**src/rtl/reorder_buffer_pkg.sv**
```systemverilog
// Shared CPU widths and codes used by the ROB, the register file and the dispatcher.
// The entry record below is the layout of one ROB slot.
package reorder_buffer_pkg;

  localparam int                ROB_WIDTH_DEF = 3;
  localparam int                REG_W         = 5;
  localparam int                UPD_REG_W     = 6;
  localparam int                DATA_W        = 32;
  localparam int                PC_W          = 32;
  localparam logic [UPD_REG_W-1:0] NON_DEP_CODE = 6'b100000;

  typedef struct packed {
    logic              busy;
    logic              ready;
    logic [REG_W-1:0]  rd;
    logic              is_branch;
    logic              pred_taken;
    logic              taken;
    logic [PC_W-1:0]   alt_pc;
    logic [DATA_W-1:0] data;
  } rob_entry_t;

endpackage

```
**src/rtl/reorder_buffer_if.sv**
```systemverilog
// Dispatch, result-broadcast and commit/flush bundle between the ROB and the core.
// slave is the ROB side; master is the dispatcher/CDB/register-file side.
interface reorder_buffer_if
  import reorder_buffer_pkg::*;
#(
  parameter int RoB_WIDTH = ROB_WIDTH_DEF
);

  logic                 issue_en;
  logic [REG_W-1:0]     issue_rd;
  logic                 issue_is_branch;
  logic                 issue_pred_taken;
  logic [PC_W-1:0]      issue_alt_pc;
  logic                 rob_full;
  logic [RoB_WIDTH-1:0] issue_index;

  logic                 cdb_en;
  logic [RoB_WIDTH-1:0] cdb_index;
  logic [DATA_W-1:0]    cdb_data;
  logic                 cdb_taken;

  logic                 RoB_update_en;
  logic [UPD_REG_W-1:0] RoB_update_reg;
  logic [RoB_WIDTH-1:0] RoB_update_index;
  logic [DATA_W-1:0]    RoB_update_data;

  logic                 flush_signal;
  logic [PC_W-1:0]      flush_pc;

  modport slave (
    input  issue_en, issue_rd, issue_is_branch, issue_pred_taken, issue_alt_pc,
    input  cdb_en, cdb_index, cdb_data, cdb_taken,
    output rob_full, issue_index,
    output RoB_update_en, RoB_update_reg, RoB_update_index, RoB_update_data,
    output flush_signal, flush_pc
  );

  modport master (
    output issue_en, issue_rd, issue_is_branch, issue_pred_taken, issue_alt_pc,
    output cdb_en, cdb_index, cdb_data, cdb_taken,
    input  rob_full, issue_index,
    input  RoB_update_en, RoB_update_reg, RoB_update_index, RoB_update_data,
    input  flush_signal, flush_pc
  );

endinterface

```
**src/rtl/reorder_buffer.sv**
```systemverilog
// In-order commit buffer: issue at tail, CDB results fill entries, head commits combinationally.
// One-cycle result-to-commit latency; issue stalls while full; rdy_in low freezes everything.
module reorder_buffer
  import reorder_buffer_pkg::*;
#(
  parameter int                    RoB_WIDTH = ROB_WIDTH_DEF,
  parameter logic [UPD_REG_W-1:0]  NON_DEP   = NON_DEP_CODE
) (
  input  logic              clk_in,
  input  logic              rst_in,
  input  logic              rdy_in,
  reorder_buffer_if.slave   rob_bus
);

  localparam int                 DEPTH    = 1 << RoB_WIDTH;
  localparam logic [RoB_WIDTH:0] FULL_CNT = (RoB_WIDTH + 1)'(DEPTH);

  rob_entry_t           entries [DEPTH];
  rob_entry_t           head_e;
  logic [RoB_WIDTH-1:0] head;
  logic [RoB_WIDTH-1:0] tail;
  logic [RoB_WIDTH:0]   count;

  logic commit_ok;
  logic mispredict;
  logic do_issue;
  logic cdb_hit;

  assign head_e     = entries[head];
  assign commit_ok  = rdy_in && head_e.busy && head_e.ready;
  assign mispredict = commit_ok && head_e.is_branch && (head_e.taken != head_e.pred_taken);

  // Full is judged on registered count, so a commit never frees a slot for the same cycle.
  assign rob_bus.rob_full    = (count == FULL_CNT);
  assign rob_bus.issue_index = tail;

  assign do_issue = rdy_in && rob_bus.issue_en && !rob_bus.rob_full && !mispredict;
  assign cdb_hit  = rob_bus.cdb_en && entries[rob_bus.cdb_index].busy
                    && !entries[rob_bus.cdb_index].ready;

  assign rob_bus.RoB_update_en    = commit_ok && !mispredict;
  assign rob_bus.RoB_update_index = head;
  assign rob_bus.RoB_update_data  = head_e.data;
  assign rob_bus.RoB_update_reg   = (!head_e.is_branch && (head_e.rd != '0))
                                    ? {1'b0, head_e.rd} : NON_DEP;

  assign rob_bus.flush_signal = mispredict;
  assign rob_bus.flush_pc     = mispredict ? head_e.alt_pc : '0;

  always_ff @(posedge clk_in) begin
    if (rst_in) begin
      head  <= '0;
      tail  <= '0;
      count <= '0;
      for (int i = 0; i < DEPTH; i++) begin
        entries[i] <= '0;
      end
    end else if (rdy_in) begin
      if (mispredict) begin
        // Everything younger than the branch is wrong-path; drop it all.
        head  <= '0;
        tail  <= '0;
        count <= '0;
        for (int i = 0; i < DEPTH; i++) begin
          entries[i].busy <= 1'b0;
        end
      end else begin
        if (cdb_hit) begin
          entries[rob_bus.cdb_index].data  <= rob_bus.cdb_data;
          entries[rob_bus.cdb_index].taken <= rob_bus.cdb_taken;
          entries[rob_bus.cdb_index].ready <= 1'b1;
        end

        if (do_issue) begin
          entries[tail] <= '{busy:       1'b1,
                             ready:      1'b0,
                             rd:         rob_bus.issue_rd,
                             is_branch:  rob_bus.issue_is_branch,
                             pred_taken: rob_bus.issue_pred_taken,
                             taken:      1'b0,
                             alt_pc:     rob_bus.issue_alt_pc,
                             data:       '0};
          tail <= tail + 1'b1;
        end

        if (commit_ok) begin
          entries[head].busy <= 1'b0;
          head               <= head + 1'b1;
        end

        case ({do_issue, commit_ok})
          2'b10:   count <= count + 1'b1;
          2'b01:   count <= count - 1'b1;
          default: count <= count;
        endcase
      end
    end
  end

endmodule

```
**src/flat_wrapper.sv**
```systemverilog
// flat-port wrapper written by rule: the top's interface ports become plain ports
module reorder_buffer_flat import reorder_buffer_pkg::*;
#(
  parameter int                    RoB_WIDTH = ROB_WIDTH_DEF,
  parameter logic [UPD_REG_W-1:0]  NON_DEP   = NON_DEP_CODE
)
  (clk_in, rst_in, rdy_in, rob_bus_issue_en, rob_bus_issue_rd, rob_bus_issue_is_branch, rob_bus_issue_pred_taken, rob_bus_issue_alt_pc, rob_bus_cdb_en, rob_bus_cdb_index, rob_bus_cdb_data, rob_bus_cdb_taken, rob_bus_rob_full, rob_bus_issue_index, rob_bus_RoB_update_en, rob_bus_RoB_update_reg, rob_bus_RoB_update_index, rob_bus_RoB_update_data, rob_bus_flush_signal, rob_bus_flush_pc);
  reorder_buffer_if #(.RoB_WIDTH(RoB_WIDTH)) rob_bus_i ();
  input  logic clk_in;
  input  logic rst_in;
  input  logic rdy_in;
  input wire logic [$bits(rob_bus_i.issue_en)-1:0] rob_bus_issue_en;
  input wire logic [$bits(rob_bus_i.issue_rd)-1:0] rob_bus_issue_rd;
  input wire logic [$bits(rob_bus_i.issue_is_branch)-1:0] rob_bus_issue_is_branch;
  input wire logic [$bits(rob_bus_i.issue_pred_taken)-1:0] rob_bus_issue_pred_taken;
  input wire logic [$bits(rob_bus_i.issue_alt_pc)-1:0] rob_bus_issue_alt_pc;
  input wire logic [$bits(rob_bus_i.cdb_en)-1:0] rob_bus_cdb_en;
  input wire logic [$bits(rob_bus_i.cdb_index)-1:0] rob_bus_cdb_index;
  input wire logic [$bits(rob_bus_i.cdb_data)-1:0] rob_bus_cdb_data;
  input wire logic [$bits(rob_bus_i.cdb_taken)-1:0] rob_bus_cdb_taken;
  output wire logic [$bits(rob_bus_i.rob_full)-1:0] rob_bus_rob_full;
  output wire logic [$bits(rob_bus_i.issue_index)-1:0] rob_bus_issue_index;
  output wire logic [$bits(rob_bus_i.RoB_update_en)-1:0] rob_bus_RoB_update_en;
  output wire logic [$bits(rob_bus_i.RoB_update_reg)-1:0] rob_bus_RoB_update_reg;
  output wire logic [$bits(rob_bus_i.RoB_update_index)-1:0] rob_bus_RoB_update_index;
  output wire logic [$bits(rob_bus_i.RoB_update_data)-1:0] rob_bus_RoB_update_data;
  output wire logic [$bits(rob_bus_i.flush_signal)-1:0] rob_bus_flush_signal;
  output wire logic [$bits(rob_bus_i.flush_pc)-1:0] rob_bus_flush_pc;
  assign rob_bus_i.issue_en = rob_bus_issue_en;
  assign rob_bus_i.issue_rd = rob_bus_issue_rd;
  assign rob_bus_i.issue_is_branch = rob_bus_issue_is_branch;
  assign rob_bus_i.issue_pred_taken = rob_bus_issue_pred_taken;
  assign rob_bus_i.issue_alt_pc = rob_bus_issue_alt_pc;
  assign rob_bus_i.cdb_en = rob_bus_cdb_en;
  assign rob_bus_i.cdb_index = rob_bus_cdb_index;
  assign rob_bus_i.cdb_data = rob_bus_cdb_data;
  assign rob_bus_i.cdb_taken = rob_bus_cdb_taken;
  assign rob_bus_rob_full = rob_bus_i.rob_full;
  assign rob_bus_issue_index = rob_bus_i.issue_index;
  assign rob_bus_RoB_update_en = rob_bus_i.RoB_update_en;
  assign rob_bus_RoB_update_reg = rob_bus_i.RoB_update_reg;
  assign rob_bus_RoB_update_index = rob_bus_i.RoB_update_index;
  assign rob_bus_RoB_update_data = rob_bus_i.RoB_update_data;
  assign rob_bus_flush_signal = rob_bus_i.flush_signal;
  assign rob_bus_flush_pc = rob_bus_i.flush_pc;
  reorder_buffer #(.RoB_WIDTH(RoB_WIDTH), .NON_DEP(NON_DEP)) u_core (.clk_in(clk_in), .rst_in(rst_in), .rdy_in(rdy_in), .rob_bus(rob_bus_i));
endmodule
```
**config.mk**
```make
export PLATFORM = sky130hd
export DESIGN_NAME = reorder_buffer_flat
export DESIGN_NICKNAME = d
export VERILOG_FILES = /design/src/rtl/reorder_buffer_pkg.sv /design/src/rtl/reorder_buffer_if.sv /design/src/rtl/reorder_buffer.sv /design/src/flat_wrapper.sv
export SDC_FILE = /design/constraint.sdc
export NUM_CORES = 1
export LEC_CHECK = 0
export BUFFER_PORTS_ARGS = -buffer_cell sky130_fd_sc_hd__buf_2
export CAP_MARGIN = 0
export CORE_UTILIZATION = 45
export CTS_CLUSTER_SIZE = 8
export DETAILED_ROUTE_END_ITERATION = 6
export PLACE_DENSITY = 0.66
export SYNTH_ARGS = -nofsm -noshare
export SYNTH_HDL_FRONTEND = slang
export SYNTH_SLANG_ARGS = --single-unit
```
**constraint.sdc**
```tcl
create_clock -name clk_in -period 3.3 [get_ports clk_in]
set_input_delay 0.33 -clock clk_in [delete_from_list [all_inputs] [get_ports clk_in]]
set_output_delay 0.33 -clock clk_in [all_outputs]
set_load 0.01 [all_outputs]
```
* Word level (Yosys, flattened, before mapping)
Memory sizes are Yosys's and may differ from the RTL's. A register that Yosys moved wholly into a read port is not among the register bits.
Cells that the tools add are included.
** Word-level totals
- Bits in read-only memories :: 0
- Bits in writable memories :: 592
- Input port bits :: 80
- Memories kept :: 1
- Latch bits :: 0
- Bits in registers :: 10
- Logic and storage cells :: 93
- Output and inout bits :: 79
** Memories
- u_core.entries :: words 8, width 74, read ports 2, clocked after Yosys merged registers in 1, wr ports 8, RTL line reorder_buffer.sv:18 : rob_entry_t entries [DEPTH];
** Cells by class
- Eq/ne operators :: 4
- Mux-type cells :: 48
- Bitwise logic cells :: 8
- Reductions and logical operators :: 25
- Div/mod/pow operators :: 0
- Magnitude comparators :: 0
- $add $sub $neg :: 4
- Shifts and indexed selects :: 0
- $mul :: 0
** Operator list (number)
- 2-to-1 mux 74 bit :: 3
- OR reduction 74 bit :: 3
- 2-to-1 mux 32 bit :: 1
- 2-to-1 mux 3 bit :: 10
- 2-to-1 mux 1 bit :: 29
- logical AND 1 bit :: 11
- bitwise OR 1 bit :: 8
- one-hot mux 4 bit (2 select lines) :: 1
- adder 3 x 1 -> 3 bit (second input constant) :: 2
- 2-to-1 mux 6 bit :: 1
- AND reduction 2 bit :: 3
- nonzero test 5 bit :: 1
- adder 4 x 1 -> 4 bit (second input constant) :: 1
- == test 4 bit (second input constant) :: 1
- logical NOT 1 bit :: 4
- 2-to-1 mux 2 bit :: 2
- 2-to-1 mux 4 bit :: 1
- nonzero test 2 bit :: 2
- subtractor 4 x 1 -> 4 bit (second input constant) :: 1
- nonzero test 3 bit :: 1
- == test 2 x 1 -> 1 bit (second input constant) :: 1
- == test 2 bit (second input constant) :: 1
- != test 1 bit :: 1

* Longest topological paths before layout
Gate-level depths: netlist of run 1.
- Depth after elaboration :: 13
- Depth in mapped cells :: 16
- Depth with buffers taken out :: 13

* Least setup slack after synthesis of run 1
OpenSTA, ideal clock, no wires.
- Path kind :: reg2reg
- Start :: register (tool-made name)
- End :: register u_core.count[3]
- Period minus slack after synthesis :: 3420 ps
- Cell stages (with the launch flop) :: 17
- Library setup time :: 124 ps
- Path slack :: -120 ps
- Arrival time :: 3296 ps
- Path buffers :: 4
- Required time :: 3176 ps
- Cell sequence :: dfxtp_1 clkbuf_1 mux4_2 mux2i_4 nand3_1 buf_2 buf_4 buf_2 nand2_1 ha_1 ha_1 a21o_1 a21oi_1 xnor2_1 nand2_1 xor2_1 nor2_1
** RTL lines
- end signal, assigned :: RTL line reorder_buffer.sv:92 : 2'b10: count <= count + 1'b1;
- end signal, assigned :: RTL line reorder_buffer.sv:93 : 2'b01: count <= count - 1'b1;
- end signal, assigned :: RTL line reorder_buffer.sv:94 : default: count <= count;
- end, declared :: RTL line reorder_buffer.sv:22 : logic [RoB_WIDTH:0] count;

==> results, run 1 <==
- TritonCTS built the clock tree.
- The power density over the cells is slightly above 500 mW/mm².
- The setup clock skew after layout is between 0.02 and 0.03 ns.
- The required time at the endpoint of the critical path is 2.97 ns.
- The synthesized area is slightly below 0.03 mm².
- Traced cell by cell, the critical path runs through mux4_2 > mux2_4 > nand3_4 > buf_4 > bufbuf_16 > nor2_1 > buf_2.
- The placement row count is a little over 90.
- The maximum number of pins on one net before global-route repair is around 160.
- The utilization after layout is a little over half.
- The placer congestion estimate is a little over 0.8.
- The count of flip-flops with a built-in enable after synthesis is 312.
- The flow ran to the end, and the final reports show no timing, DRC or antenna violations.
- The startpoint-to-endpoint class of the critical path is register to output pin.
- The first routing iteration left ~2500 violations.
- The total number of H-tree levels is 3.
- Ranked by total cell area, the synthesized netlist is headed by sky130_fd_sc_hd__edfxtp_1 32%, sky130_fd_sc_hd__dfxtp_1 20%, sky130_fd_sc_hd__mux4_2 11%.
- In the global route stage, overall resource usage came out at a little over a quarter.
- The cell chosen for the clock root is sky130_fd_sc_hd__clkbuf_16.
- Together, buffers and inverters on the worst path number 3.
- The worst slew margin relative to its limit is around 32%.
- The count of TritonRoute iterations in the first routing pass is 6.
- The number of clock buffers added by TritonCTS is 86.
- The number of clock sinks seen by CTS is approximately 600.
- The register bit count reported by yosys is ~610.
- After synthesis, the largest area contributor takes up 32.1% of total cell area.
- The count of port buffers added during placement is 158.
- The final non-filler cell total is 3549.
- After detailed routing, the average wire length per cell comes to roughly 25 µm.
- IR analysis of the VDD net gives a maximum drop of 0.000541 V.
- Derived from the worst setup path, the maximum achievable clock frequency is a little over 0.3 GHz.
- During synthesis, Yosys emitted a total of 0 warnings.
- The die covers about 0.066 mm².
- The class of the most critical hold timing path is input pin to register.
- The share of async-settable or async-resettable flops after synthesis is 0%.
- The critical path ends at rob_bus_flush_pc[14].
- The sort of element at the end of the critical path is an output pin.
- Setup slack on the worst reg-to-reg path comes out at around 0.28 ns.
- Data arrives at the worst endpoint at 2.88 ns.
- The clock-pin slew of the registers on the worst-case setup and hold paths is approximately 0.050 ns.
- The number of vias per cell is around 6.2.
- The critical-path cell with the highest stage delay is sky130_fd_sc_hd__mux4_2.
- In the final layout, the share of cells above drive strength 1 is about a fifth.
- The placed instances occupy a cell area of 0.0308 mm².
- The final total power is ~17 mW.
- Along the worst path, the maximum fanout reaches 24.
- The final number of setup-violating endpoints is 0.
- The endpoint identified for the worst register-to-register timing path is u_core.entries[1][11]$_SDFFE_PP0P_.
- Across the run, the number of max-cap violations was 0.
- The number of nets handed over by synthesis was ~2700.
- The via count is ~22000.
- The kind of start point of the critical path is a register.
- The number of antenna violations at the first check in global routing is 14.
- The floorplan step set the die width to ~260 µm.
- Clock latency on the worst-skew pair, taken at its later pin, is 0.63 ns.
- sky130_fd_sc_hd__edfxtp_1 takes more of the synthesized area than any other cell.
- After routing, the total negative slack on setup checks comes to 0 ns.
- The detailed placement HPWL is approximately 46000 µm.
- The global-route congestion overflow total is 0.
- The critical path depth in cells is 7.
- The number of global-route vias before repair is between 20000 and 25000.
- Counting tap cells, the placed design contains a total of around 3400 instances.
- The count of distinct cell types in the synthesized netlist is 55.
- Counting cells, the worst reg-to-reg path comes to 8.
- From bottom edge to top edge, the die measures ~260 µm.
- The number of instances in the synthesized netlist is ~2600.
- The number of top-level design ports is ~160.
- Dividing the final minimum period by the clock period gives a little over nine tenths.
- The finished cells cover about 0.033 mm².
- The average instance in the mapped netlist occupies ~11 µm².
- For this configuration, the core starts out at a cell density of 45.4%.
- For the pin with the worst max-slew slack, the measured transition is 1.02 ns.
- The number of nets in the layout is between 2000 and 3000.
- The count of nets left with antenna violations after detail routing is 0.
- The maximum count of clock buffers along a single path is 3.
- For this run, design rule violations remaining after detail routing come to 0.
- The time the worst path needs with I/O delays and setup is ~3.2 ns.
- The most instantiated flip-flop cell in the synthesis netlist is sky130_fd_sc_hd__edfxtp_1.
- Setup repair after global routing left no endpoint under its margin.
- The number of pins with negative max-slew slack in the final report is 0.
- For this run, the slowest stage of the critical path takes ~0.52 ns.
- The number of failing hold endpoints at the final stage was 0.
- In this run the static leakage power is about 12 nW.
- The core region area is around 0.064 mm².
- Relative to the synthesized area, the layout overhead comes to 14.5%.
- The sequential fraction of the synthesis area is approximately 52%.
- The overall routed net length is just under 90000 µm.
- The critical path's top delay family is multiplexers.
- The first-pass GRT wire length is 134000 µm.
[worst min-delay path by stage]
stage | startpoint | end | cells after the start
after global routing | rob_bus_cdb_data[10] | u_core.entries[0][10]$_SDFFE_PP0P_ | 3
after CTS | rob_bus_cdb_data[14] | u_core.entries[4][14]$_SDFFE_PP0P_ | 3
after global placement | u_core.entries[0][5]$_SDFFE_PP0P_ | u_core.entries[0][5]$_SDFFE_PP0P_ | 1
after floorplan | u_core.entries[0][0]$_SDFFE_PP0P_ | u_core.entries[0][0]$_SDFFE_PP0P_ | 1
after detailed placement | u_core.entries[0][18]$_SDFFE_PP0P_ | u_core.entries[0][18]$_SDFFE_PP0P_ | 1
final | rob_bus_cdb_data[12] | u_core.entries[4][12]$_SDFFE_PP0P_ | 3
[sequential cells by signal, indices dropped and copies added (netlist names), named ones only]
register and count:
u_core.count 4, u_core.entries 592, u_core.rob_bus.RoB_update_index 3, u_core.rob_bus.issue_index 3
[cells in the mapped netlist, types with 7 or more instances]
| cell | instances |
|---|---|
| sky130_fd_sc_hd__nand2b_1 | 10 |
| sky130_fd_sc_hd__o21ai_1 | 8 |
| sky130_fd_sc_hd__mux2_2 | 34 |
| sky130_fd_sc_hd__mux2i_1 | 45 |
| sky130_fd_sc_hd__dfxtp_1 | 293 |
| sky130_fd_sc_hd__nor2_1 | 57 |
| sky130_fd_sc_hd__xnor2_1 | 12 |
| sky130_fd_sc_hd__mux4_2 | 144 |
| sky130_fd_sc_hd__buf_1 | 22 |
| sky130_fd_sc_hd__a22o_1 | 29 |
| sky130_fd_sc_hd__a31oi_1 | 8 |
| sky130_fd_sc_hd__nand2_1 | 26 |
| sky130_fd_sc_hd__edfxtp_1 | 312 |
| sky130_fd_sc_hd__and2_1 | 314 |
| sky130_fd_sc_hd__nand3_1 | 110 |
| sky130_fd_sc_hd__nand4_1 | 138 |
| sky130_fd_sc_hd__clkbuf_1 | 168 |
| sky130_fd_sc_hd__buf_2 | 93 |
| sky130_fd_sc_hd__inv_1 | 7 |
| sky130_fd_sc_hd__a21oi_1 | 248 |
| sky130_fd_sc_hd__nor2b_1 | 238 |
| sky130_fd_sc_hd__o21ai_0 | 228 |
| sky130_fd_sc_hd__clkbuf_2 | 10 |
[worst min-delay path: cells and delay by family]
kind                   cells  cell delay [ns]
buffers and inverters      1             0.15
AOI/OAI and AO/OA          1             0.05
and+or+nand+nor            1             0.08
[final cells by class]
cell class / count / area (µm²)
clock inverters: 6 / 110
well taps: 855 / 1070
flip-flops and latches: 605 / 15200
fillers: 5558 / 30800
multi-input cells: 1706 / 12800
clock buffers: 118 / 2310
inverters: 8 / 42.5
diodes: 6 / 15.0
repair buffers: 245 / 1820
[metal layers]
metal  GRT usage, %  routed length, µm  part of all wire [%]  vias up
met1           33.6              35100                    40    10900
met3           6.33               8010                   9.0      214
met5              0                109                  0.12        -
li1               -                  -                     -     9584
met2           43.1              42600                    48     1108
met4           10.5               2770                   3.1       16
[where the power goes]
group	internal, mW	switching [mW]
logic	0.190	0.463
clock network	4.83	3.29
registers	8.06	0.0482
[per-stage QoR]
stage          hold WS (ns)  worst slack (ns)
2_1_floorplan         0.438            0.0135
3_3_place_gp          0.452             0.259
3_5_place_dp          0.455             0.190
4_1_cts             0.00164           -0.0350
5_1_grt              0.0265           0.00202
6_report             0.0278            0.0933
[cells by family (layout without fill, tap and decap cells)]
kind of cell,after synthesis,after routing,share of synthesized area (%)
AND/OR/NAND/NOR,916,916,18.5
flip-flops,605,605,52.2
AO/OA/AOI/OAI,545,545,10.1
buffers and inverters,306,377,4.45
multiplexers,224,224,14.0
XOR/XNOR,15,15,0.450
adder cells (fa/ha/maj),6,6,0.283
other,0,6,0
[layout by cell type, fill, tap and decap left out, drive strengths merged, types with 4 or more instances in the layout]
| cell type | count |
|---|---|
| edfxtp | 312 |
| nor2 | 57 |
| a21oi | 248 |
| and3 | 4 |
| nor2b | 238 |
| nand2 | 26 |
| and2 | 314 |
| mux2i | 46 |
| nand2b | 10 |
| or2 | 6 |
| mux4 | 144 |
| o21ai | 236 |
| clkinv | 5 |
| nand4 | 138 |
| buf | 239 |
| nor3 | 4 |
| ha | 5 |
| clkbuf | 119 |
| nand3 | 110 |
| a22o | 29 |
| a31oi | 8 |
| diode | 6 |
| dfxtp | 293 |
| mux2 | 34 |
| a311oi | 5 |
| a21o | 5 |
| xnor2 | 12 |
| inv | 9 |
[timing repair]
action	in CTS	in global routing
buffers inserted	0	3
gates resized for setup	11	5
hold buffers	3	0
cloned	2	1
endpoints found under the hold margin	5	0
setup endpoints to repair	63	8
pin swaps	0	1
Note: power is estimated with default switching activity, not from simulation.
==> inputs of run 2 (changes only) <==
--- a/config.mk
+++ b/config.mk
@@ -7,10 +7,11 @@
 export LEC_CHECK = 0
 export BUFFER_PORTS_ARGS = -buffer_cell sky130_fd_sc_hd__buf_2
 export CAP_MARGIN = 0
+export CORE_MARGIN = 2
 export CORE_UTILIZATION = 45
 export CTS_CLUSTER_SIZE = 8
 export DETAILED_ROUTE_END_ITERATION = 6
-export PLACE_DENSITY = 0.66
+export HOLD_SLACK_MARGIN = 0.12
 export SYNTH_ARGS = -nofsm -noshare
 export SYNTH_HDL_FRONTEND = slang
 export SYNTH_SLANG_ARGS = --single-unit
==> results, run 2 (same netlist as run 1, synthesis figures left out) <==
- The flow ran to the end, and the final reports show no timing, DRC or antenna violations.
- The detailed placement HPWL came to 47800 µm (+3.8%).
- The total CTS buffers was 85 (-1.2%).
- The CTS tree is done.
- The transition time at the pin with the least slew margin is 1.02 ns (-0.00223 ns).
- The signal arrival time at the worst endpoint is 2.87 ns (about the same).
- In the layout the commonest cells are 313 x sky130_fd_sc_hd__and2_1, 312 x sky130_fd_sc_hd__edfxtp_1, 290 x sky130_fd_sc_hd__dfxtp_1, 247 x sky130_fd_sc_hd__a21oi_1, 238 x sky130_fd_sc_hd__nor2b_1.
- The number of pins with negative max-slew slack in the final report is 0 (unchanged).
- The count of TritonRoute iterations in the first routing pass is 6 (unchanged).
- The clock-pin slew of the registers on the worst-case setup and hold paths is 0.05 ns (about the same).
- The startpoint-to-endpoint class of the critical path is register to output pin.
- The flip-flop count of the largest register after layout was 592 (unchanged).
- The die area is 0.0669 mm² (+1.6%).
- The tightest hold margin was 0.243 ns (+0.215 ns).
- The largest fanout of any net on the critical path is 64 (+170%).
- The clock latency on the worst-skew pair came to 0.65 ns (+0.02 ns).
- The maximum number of pins on one net before global-route repair is 146 (-11%).
- The first-pass GRT wire length is 137000 µm (+2.3%).
- The setup clock skew after layout is 0.0295 ns (+0.00272 ns).
- The core region area came to 0.0643 mm² (+0.18%).
- The number of vias per cell is 6.07 (-1.4%).
- The count of port buffers added during placement is 158 (unchanged).
- The max-capacitance violation count came to 0 (unchanged).
- The sort of element at the end of the critical path is an output pin.
- The time the worst path needs with I/O delays and setup is 3.20 ns (-0.00269 ns).
- The worst ir drop on vdd was 0.000398 V (-27%).
- The final number of setup-violating endpoints is 0 (unchanged).
- The library cell used most frequently in the layout, excluding fill and tap cells, is sky130_fd_sc_hd__and2_1.
- The number of violations reported at the end of detailed-routing iteration 0 was 1990 (-21%).
- The required time at the endpoint of the critical path is 2.97 ns (about the same).
- The effective utilization at floorplan is 45.4% (-0.082 points).
- The tightest min-delay check is of the input pin to register type.
- The number of failing hold endpoints at the final stage is 0 (unchanged).
- The part of the cycle the worst path needs is 97.1% (about the same).
- The placement row count was 93 (unchanged).
- The cell chosen for the clock root is sky130_fd_sc_hd__clkbuf_16.
- The combinational cell fraction of total power is 4.4% (+0.5 points).
- The number of global-route vias before repair is 22400 (+2.1%).
- The number of nets in the layout came to 2813 (+2.7%).
- The total number of H-tree levels is 3 (unchanged).
- The final routed DRC violation total is 0 (unchanged).
- In the final layout, the registers with the most flip-flops are u_core.entries x592, u_core.count x4.
- The number of antenna violations at the first check in global routing is 6 (-8).
- The number of clock sinks seen by CTS is 605 (unchanged).
- The maximum count of clock buffers along a single path is 3 (unchanged).
- The power dissipated by switching net loads is 3.84 mW (+0.96%).
- The kind of start point of the critical path is a register.
- The clock network fraction of total power is 47.5% (-0.6 points).
- The via count was 22000 (+0.44%).
- The final-layout setup total negative slack is 0 ns (unchanged).
- Setup repair after global routing left no endpoint under its margin.
- The die height is 259 µm (+0.78%).
- The part of the power in registers is 48.1% (about the same).
- The share of layout cells above drive strength 1 was 20.0% (-0.38 points).
- The total global routing track utilization is 26.7% (+0.36 points).
- The global-route congestion overflow total is 0 (unchanged).
- The register with the most flip-flops is u_core.entries.
- The internal portion of total power was 13.0 mW (-0.40%).
- The worst slew margin relative to its limit came to 32.2% (+0.15 points).
- The overall routed net length is 90200 µm (+1.8%).
- The placer congestion estimate came to 0.799 (-1.8%).
- The fraction of power spent switching nets was 22.8% (+0.24 points).
- The x dimension of the die is 259 µm (+0.78%).
- The final total power was 16.9 mW (about the same).
- The wire length per cell after detailed routing came to 24.9 µm (about the same).
- The static power due to leakage came to 12.2 nW (+2.8%).
- The count of nets left with antenna violations after detail routing came to 0 (unchanged).
- The maximum frequency from static timing analysis was 0.312 GHz (about the same).
- The power density over the cells was 493 mW/mm² (-2.3%).
- The post-synthesis to final-layout area growth is 17.1%.
- The number of top-level design ports is 159 (unchanged).
-- run 2: worst paths after layout --
kind | startpoint | to | slack [ns] | cells after the start
worst max-delay path | u_core.entries[7][65]$_DFFE_PP_ | rob_bus_flush_signal | 0.1 | 8
worst min-delay path | rdy_in | u_core.count[2]$_SDFFE_PP0P_ | 0.24 | 4
worst max register to register | register | u_core.entries[5][73]$_SDFFE_PP0P_ | 0.21 | 7
worst min register to register | u_core.entries[0][25]$_SDFFE_PP0P_ | u_core.entries[0][25]$_SDFFE_PP0P_ | 0.47 | 1
-- run 2: critical path, cell delays in order (launching register included) --
cell and delay [ns]:
sky130_fd_sc_hd__edfxtp_1 0.40, sky130_fd_sc_hd__xnor2_1 0.14, sky130_fd_sc_hd__mux4_2 0.50, sky130_fd_sc_hd__mux2i_4 0.22
sky130_fd_sc_hd__nand3_4 0.19, sky130_fd_sc_hd__buf_16 0.24, sky130_fd_sc_hd__inv_6 0.10, sky130_fd_sc_hd__buf_12 0.24
sky130_fd_sc_hd__buf_2 0.18
-- run 2: per-stage QoR --
step	worst slack (ns)	util (%)	instance area (µm²)	std cells
2_1_floorplan	0.0135	-	29200	2617
3_3_place_gp	0.201	48.1	30900	3418
3_5_place_dp	0.185	48.1	30900	3418
4_1_cts	0.0185	53.1	34200	3611
5_1_grt	0.00729	53.1	34200	3615
6_report	0.0960	53.1	34200	3616
-- run 2: per-layer routing --
metal,GRT usage [%],vias up,part of all wire (%)
li1,-,9717,-
met1,34.3,11000,40
met2,44.7,1010,49
met3,5.88,180,8.3
met4,9.30,8,2.8
met5,0,-,0.058
-- run 2: power by group through the flow --
| stage | logic, mW | registers [mW] | clock network, mW |
|---|---|---|---|
| CTS | 0.734 | 8.11 | 8.15 |
| global placement | 0.649 | 8.25 | 0 |
| detailed placement | 0.660 | 8.26 | 0 |
| global route | 0.786 | 8.12 | 8.46 |
| floorplan | 0.364 | 8.24 | 0 |
| finish | 0.739 | 8.11 | 8.02 |
-- run 2: layout make-up --
type	count	area (µm²)
antenna	2	5.00
fill	5492	30200
tap	855	1070
sequential	605	15200
timing repair buffer	321	2640
multi-input combinational	1706	12800
clock buffer	112	2240
inverter	8	35.0
clock inverter	7	145
-- run 2: repair_timing --
action	CTS	global route
setup buffers	0	3
hold endpoints to repair	576	0
setup endpoints to repair	35	9
pin swaps	0	0
cloned	2	0
hold buffers	72	0
gates resized for setup	9	3
